[src/rtl/ct_rtu_encode_ff.sv]
// Retire-unit index encoder: one-hot OR-encode or rotating find-first-set over a WIDTH-bit entry vector.
// Latency: 2 cycles (S1 input register, S2 result register); a new request can be accepted every cycle.
// Backpressure: a stalled S2 holds its result stable; x_ready_out drops only when both stages are full.
//
// Ports:
//   forever_cpuclk / cpurst          clock and synchronous active-high reset
//   x_vld_in / x_ready_out           request handshake (x_num_expand, x_base_ptr, x_mode)
//   x_num_vld / x_num_ready          result handshake (x_num, x_hit, x_multi, x_wrap)
module ct_rtu_encode_ff #(
    parameter int WIDTH = 96,
    parameter int IDX_W = 7
) (
    input  logic             forever_cpuclk,
    input  logic             cpurst,
    input  logic             x_vld_in,
    output logic             x_ready_out,
    input  logic [WIDTH-1:0] x_num_expand,
    input  logic [IDX_W-1:0] x_base_ptr,
    input  logic             x_mode,
    output logic             x_num_vld,
    input  logic             x_num_ready,
    output logic [IDX_W-1:0] x_num,
    output logic             x_hit,
    output logic             x_multi,
    output logic             x_wrap
);

    // WIDTH may equal 2^IDX_W, so the limit needs one extra bit.
    localparam logic [IDX_W:0] W_LIMIT = (IDX_W+1)'(WIDTH);

    // Stage S1 state
    logic             r_s1_vld;
    logic [WIDTH-1:0] r_s1_vec;
    logic [IDX_W-1:0] r_s1_base;
    logic             r_s1_mode;

    // Stage S2 state (drives the outputs)
    logic             r_s2_vld;
    logic [IDX_W-1:0] r_num;
    logic             r_hit;
    logic             r_multi;
    logic             r_wrap;

    logic             w_s2_adv;
    logic             w_s1_adv;
    logic             w_accept;
    logic [IDX_W-1:0] w_eff_base;

    logic [IDX_W-1:0] w_or_idx;
    logic [IDX_W-1:0] w_hi_idx;
    logic [IDX_W-1:0] w_lo_idx;
    logic             w_hi_fnd;
    logic             w_seen;
    logic             w_multi_c;
    logic [IDX_W-1:0] w_num;
    logic             w_wrap;

    assign w_s2_adv    = !r_s2_vld | x_num_ready;
    assign w_s1_adv    = r_s1_vld & w_s2_adv;
    assign x_ready_out = !cpurst & (!r_s1_vld | w_s2_adv);
    assign w_accept    = x_vld_in & x_ready_out;

    // Out-of-range base pointers fall back to entry 0.
    assign w_eff_base = ({1'b0, x_base_ptr} < W_LIMIT) ? x_base_ptr : '0;

    // Scanning from the top down leaves the lowest set index in w_lo_idx and the
    // lowest set index at-or-above base in w_hi_idx. A rotating search returns
    // w_hi_idx if one exists, otherwise it wrapped and returns w_lo_idx.
    always_comb begin
        w_or_idx  = '0;
        w_hi_idx  = '0;
        w_lo_idx  = '0;
        w_hi_fnd  = 1'b0;
        w_seen    = 1'b0;
        w_multi_c = 1'b0;
        for (int i = WIDTH - 1; i >= 0; i--) begin
            if (r_s1_vec[i]) begin
                w_or_idx  = w_or_idx | IDX_W'(i);
                w_multi_c = w_multi_c | w_seen;
                w_seen    = 1'b1;
                w_lo_idx  = IDX_W'(i);
                if (IDX_W'(i) >= r_s1_base) begin
                    w_hi_idx = IDX_W'(i);
                    w_hi_fnd = 1'b1;
                end
            end
        end
        w_num  = r_s1_mode ? (w_hi_fnd ? w_hi_idx : w_lo_idx) : w_or_idx;
        w_wrap = r_s1_mode & w_seen & !w_hi_fnd;
    end

    // S1 valid: whenever S1 can take a new item it either loads the request
    // or empties (its previous item, if any, is moving to S2 this edge).
    always_ff @(posedge forever_cpuclk) begin
        if (cpurst) begin
            r_s1_vld <= 1'b0;
        end else if (x_ready_out) begin
            r_s1_vld <= x_vld_in;
        end
    end

    // S1 payload loads only on accept so stalled data does not toggle.
    always_ff @(posedge forever_cpuclk) begin
        if (w_accept) begin
            r_s1_vec  <= x_num_expand;
            r_s1_base <= w_eff_base;
            r_s1_mode <= x_mode;
        end
    end

    always_ff @(posedge forever_cpuclk) begin
        if (cpurst) begin
            r_s2_vld <= 1'b0;
            r_num    <= '0;
            r_hit    <= 1'b0;
            r_multi  <= 1'b0;
            r_wrap   <= 1'b0;
        end else begin
            if (w_s2_adv) begin
                r_s2_vld <= r_s1_vld;
            end
            if (w_s1_adv) begin
                r_num   <= w_num;
                r_hit   <= w_seen;
                r_multi <= w_multi_c;
                r_wrap  <= w_wrap;
            end
        end
    end

    assign x_num_vld = r_s2_vld;
    assign x_num     = r_num;
    assign x_hit     = r_hit;
    assign x_multi   = r_multi;
    assign x_wrap    = r_wrap;

endmodule

[config.mk]
export PLATFORM = sky130hd
export DESIGN_NAME = ct_rtu_encode_ff
export DESIGN_NICKNAME = d
export VERILOG_FILES = /design/src/rtl/ct_rtu_encode_ff.sv
export SDC_FILE = /design/constraint.sdc
export NUM_CORES = 1
export LEC_CHECK = 0
export CORE_UTILIZATION = 38
export CTS_CLUSTER_SIZE = 16
export DETAILED_ROUTE_END_ITERATION = 10
export PLACE_DENSITY = 0.64
export SETUP_SLACK_MARGIN = 0.02
export SYNTH_ARGS = -nofsm -noshare
export SYNTH_HDL_FRONTEND = slang
export SYNTH_SLANG_ARGS = --single-unit
[constraint.sdc]
create_clock -name forever_cpuclk -period 11.7 [get_ports forever_cpuclk]
set_input_delay 2.34 -clock forever_cpuclk [delete_from_list [all_inputs] [get_ports forever_cpuclk]]
set_output_delay 2.34 -clock forever_cpuclk [all_outputs]
set_load 0.02 [all_outputs]
* Word-level counts from Yosys, hierarchy flattened
Index checks and enable logic that the tools add are counted.
** Word-level totals
- Output and inout port bits :: 12
- Register bits after elaboration :: 116
- Input bits :: 108
- Logic and storage cells :: 1185
** Operators by class
- Muxes and demuxes :: 971
- $lt $le $gt $ge :: 97
- Reductions and logical operators :: 7
- Bitwise logic cells :: 101
** Operators with widths (number)
- $mux 7 :: 419
- $mux 1 :: 490
- $ge 6x7->1 const A :: 32
- $ge 7x7->1 const A :: 32
- $mux 6 :: 32
- $ge 5x7->1 const A :: 16
- $or 1x1->1 :: 96
- $mux 5 :: 16
- $ge 4x7->1 const A :: 8
- $mux 4 :: 8
- $ge 3x7->1 const A :: 4
- $ge 1x7->1 const A :: 2
- $ge 2x7->1 const A :: 2
- $mux 3 :: 4
- $lt 7x7->1 const B :: 1
- $reduce_bool 2->1 :: 3
- $and 1x1->1 :: 5
- $logic_not 1->1 :: 4
- $mux 2 :: 2

* Longest topological paths before layout
- Depth after elaboration :: 293
- Mapped depth :: 12
- Depth with buffers taken out :: 8

* Least setup slack after synthesis
Ideal clock, no wire load.
- Path kind :: input -> register
- Start point :: input cpurst
- End point :: register r_s1_base[0] (enable)
- Data required time :: 11.226 ns
- Path buffers :: 1
- Library setup time :: 0.474 ns
- Path slack :: 5.822 ns
- Arrival time :: 5.404 ns
- Stages :: 3
- Cells stage by stage :: clkbuf_1 a21oi_1 and2_1
** On the way
- Longest elaborated chain between the ends :: 3
** RTL lines
- start: declaration :: line 14 : input logic cpurst,
- $logic_not 1->1 :: line 60 : assign x_ready_out = !cpurst & (!r_s1_vld | w_s2_adv);
- $and 1x1->1 :: line 60
- named net x_ready_out :: line 16 : output logic x_ready_out,
- $and 1x1->1 :: line 61 : assign w_accept = x_vld_in & x_ready_out;
- named net w_accept :: line 46 : logic w_accept;
- end signal: assignment :: line 106 : r_s1_base <= w_eff_base;
- end: declaration :: line 34 : logic [IDX_W-1:0] r_s1_base;
The timed path passes the listed nets, and every way through them passes these cells.
A chain may end at the register's enable or synchronous reset.

* Worst setup path in the final report
- Start point :: input cpurst
- End point :: output x_ready_out
** On the way
- Longest elaborated chain between the ends :: 2
** RTL lines (line)
- $logic_not 1->1 :: 60
- $and 1x1->1 :: 60
- end: declaration :: 16
No other way between the ends.

==> impl_results.rst <==
.. list-table::
   :header-rows: 1

   * - Metric
     - Value
   * - Synthesized area per cell
     - between 8 and 9 um^2
   * - Final WL
     - 43,100 um
   * - Yosys warning count
     - 0
   * - Number of global-route vias before repair
     - 10.2k
   * - Iter 0 DRT Violations
     - 1,656
   * - Actual transition at the worst max-transition pin
     - about 1100 ps
   * - Filler Cell Count
     - 2,366
   * - Worst supply voltage drop on vdd
     - 0.0927 mV
   * - Effective utilization at floorplan
     - 0.389
   * - Clock tree root driver cell
     - clkbuf_16
   * - Post-Synthesis Cells
     - 1,171
   * - Count of boundary I/O pins
     - 120
   * - Via density per instance
     - 7.02
   * - Die ar.
     - 25,700 um^2
   * - Number of setup violations in the final report
     - 0
   * - Clock tree from TritonCTS
     - built
   * - Largest buffer count on any clock path
     - 2
   * - Worst Path Required
     - about 9400 ps
   * - Leakage power total
     - between 3 and 4 nW
   * - Storage cell area
     - 3360 um^2
   * - Number of buffers created by CTS
     - 17
   * - Netlist Area Pre-Place
     - 9520 um^2
   * - Height of the die
     - between 150 and 200 um
   * - Area growth from synthesis to layout
     - 20.5%
   * - Compound-cell area share of the yosys netlist
     - 0.315
   * - Utilization after layout
     - 0.469
   * - Largest family of logic cells by synthesized area
     - compound AO/OA/AOI/OAI gates
   * - Worst EP arrival
     - 3990 ps
   * - Port buffer count
     - 119
   * - Number of sinks handled by clock tree synthesis
     - approximately 120
   * - Class of the worst hold path
     - reg2reg
   * - Most common cell after layout, fill and taps aside
     - clkdlybuf4s50_1
   * - First-pass iteration count of the detailed router
     - 7
   * - Share of synthesized cell area in and, or, nand and nor gates
     - 0.280
   * - Routed via count
     - 11.1k
   * - Drc violations
     - 0
   * - Period Utilization, post-route
     - 0.541
   * - Kind of end point of the critical path
     - output port
   * - Placer congestion estimate
     - 0.973
   * - Number of enable-type register cells in the synthesized netlist
     - 104
   * - Combined area of the multi-input logic cells
     - 5690 um^2
   * - Antenna violations before repair
     - 1
   * - Global-route usage over all layers
     - 0.333
   * - Pin count of the biggest net entering global routing
     - 76
   * - Maximum clock skew at final layout
     - about 10 ps
   * - Post-CTS Resized
     - 0
   * - Final net count
     - 1,348
   * - Max_cap viols
     - 0
   * - Power per standard cell area
     - 110 nW/um^2
   * - Status
     - completed
   * - H-tree depth
     - 4
   * - Post-synthesis register bit count
     - 116
   * - Max Freq
     - 158 MHz
   * - Clock Pin Slew Worst Setup and Hold Paths
     - 60 ps
   * - Final antenna-violating net count
     - 0
   * - Sequential fraction of the synthesis area
     - 0.353
   * - Share of layout cells above drive strength 1
     - 0.0670
   * - Start-to-end type of the worst setup path
     - in2out
   * - Adder-cell share of the synthesized area
     - 0.00210
   * - Worst slew margin relative to its limit
     - 0.253
   * - Quantity of hold-fixing buffers added after cts
     - 0
   * - Final hold violations
     - 0
   * - Core Region
     - 24,500 um^2
   * - Library cells used by synthesis
     - 78
   * - Clock insertion delay at the later pin of the skew report
     - 420 ps
   * - Setup Buffers After CTS
     - 0
   * - Number of core rows
     - 57
   * - Setup TNS
     - 0 ps
   * - Proportion of synthesized area in mux cells
     - 0
   * - Total half-perimeter wirelength after legalization and detailed placement
     - 32,600 um
   * - Category of the worst setup path launch point
     - input port
   * - Routed wire per std cell
     - 27.3 um
   * - Area share of xor/xnor cells in the synthesized design
     - 0
   * - Fin crit period
     - between 6000 and 7000 ps
   * - Commonest non-fill, non-tap cells in the layout
     - 119 x clkdlybuf4s50_1, 104 x edfxtp_1, 103 x nor2_1
   * - Synth Net Count
     - 1,279
   * - Primary flip-flop cell chosen by synthesis mapping
     - edfxtp_1
   * - RSZ-0062 raised after global routing
     - no
   * - Count of antenna diodes in the layout
     - 0
   * - Global-route wire length before repair
     - around 64,000 um
   * - Maximum fanout count along the critical path
     - 14
   * - Die extent in x
     - roughly 160 um
   * - Count of pins over their slew limit
     - 0
   * - Remaining global-route overflow
     - 0
   * - Fraction of registers with async set or reset after synthesis
     - 0
==> metal layers <==
layer	vias up	share of wire	GRT usage
li1	4835	-	-
met1	5212	0.40	0.450
met2	855	0.41	0.475
met3	162	0.12	0.0770
met4	2	0.067	0.218
met5	-	0.00074	0
==> state kept, by name, summed over array words and instances, names as in the netlist <==
signal / count
x_num_vld: 1
x_hit: 1
r_s1_mode: 1
r_s1_vld: 1
r_s1_base: 7
x_wrap: 1
r_s1_vec: 96
x_num: 7
x_multi: 1
==> power breakdown <==
group	leakage (nW)	internal (W)	switching, W
clock	0.285	0.000320	0.000219
combinational	2.31	0.0000864	0.000112
sequential	1.08	0.000474	0.0000462
total	3.68	0.000881	0.000378
==> cell families after synthesis <==
| logic type | after synthesis |
|---|---|
| adders and majority gates | 2 |
| and+or+nand+nor | 502 |
| AOI/OAI and AO/OA | 434 |
| DFF | 116 |
| buffers and inverters | 117 |
==> synth_stat cells, types with 29 or more instances <==
cell type  count  area share
o211ai_1      29       0.023
o21ai_0       84       0.044
clkbuf_1      59       0.023
a21oi_1       82       0.043
nor3_1        51       0.027
nor2_1       103       0.041
nand2_1       89       0.035
edfxtp_1     104        0.33
inv_1         34       0.013
nor4_1        52       0.034
nand3_1       46       0.024
nand4_1       31       0.020
==> area by class of cell <==
cell class / count / share of cell area
clock inverter: 14 / 0.0144
tap: 324 / 0.0353
clock buffer: 18 / 0.0374
inverter: 34 / 0.0111
multi-input combinational: 938 / 0.496
timing repair buffer: 133 / 0.113
sequential: 116 / 0.293
==> worst paths after layout <==
| path | start | depth (start not counted) | slack, ps | end |
|---|---|---|---|---|
| worst min register to register | x_wrap | 2 | 470 | x_wrap |
| worst max-delay path | cpurst | 3 | 5370 | x_ready_out |
| worst min-delay path | x_wrap | 2 | 470 | x_wrap |
| worst max register to register | r_s1_base[6] | 9 | 7080 | x_num[2] |
==> stage by stage <==
stage	area (um^2)	power [W]	std cells	hold slack (ps)	setup slack [ps]
floorplan	9520	0.000618	1171	496	5820
global placement	10900	0.000718	1545	448	5440
detailed placement	10900	0.000717	1545	454	5380
CTS	11500	0.00126	1577	463	5370
global route	11500	0.00130	1577	493	5270
finish	11500	0.00126	1577	467	5370
==> worst max-delay path, cell delays in order <==
cell and delay [ps]:
clkdlybuf4s50_1 700, a21oi_1 300, clkdlybuf4s50_1 650
Note: power is estimated with default switching activity, not from simulation.
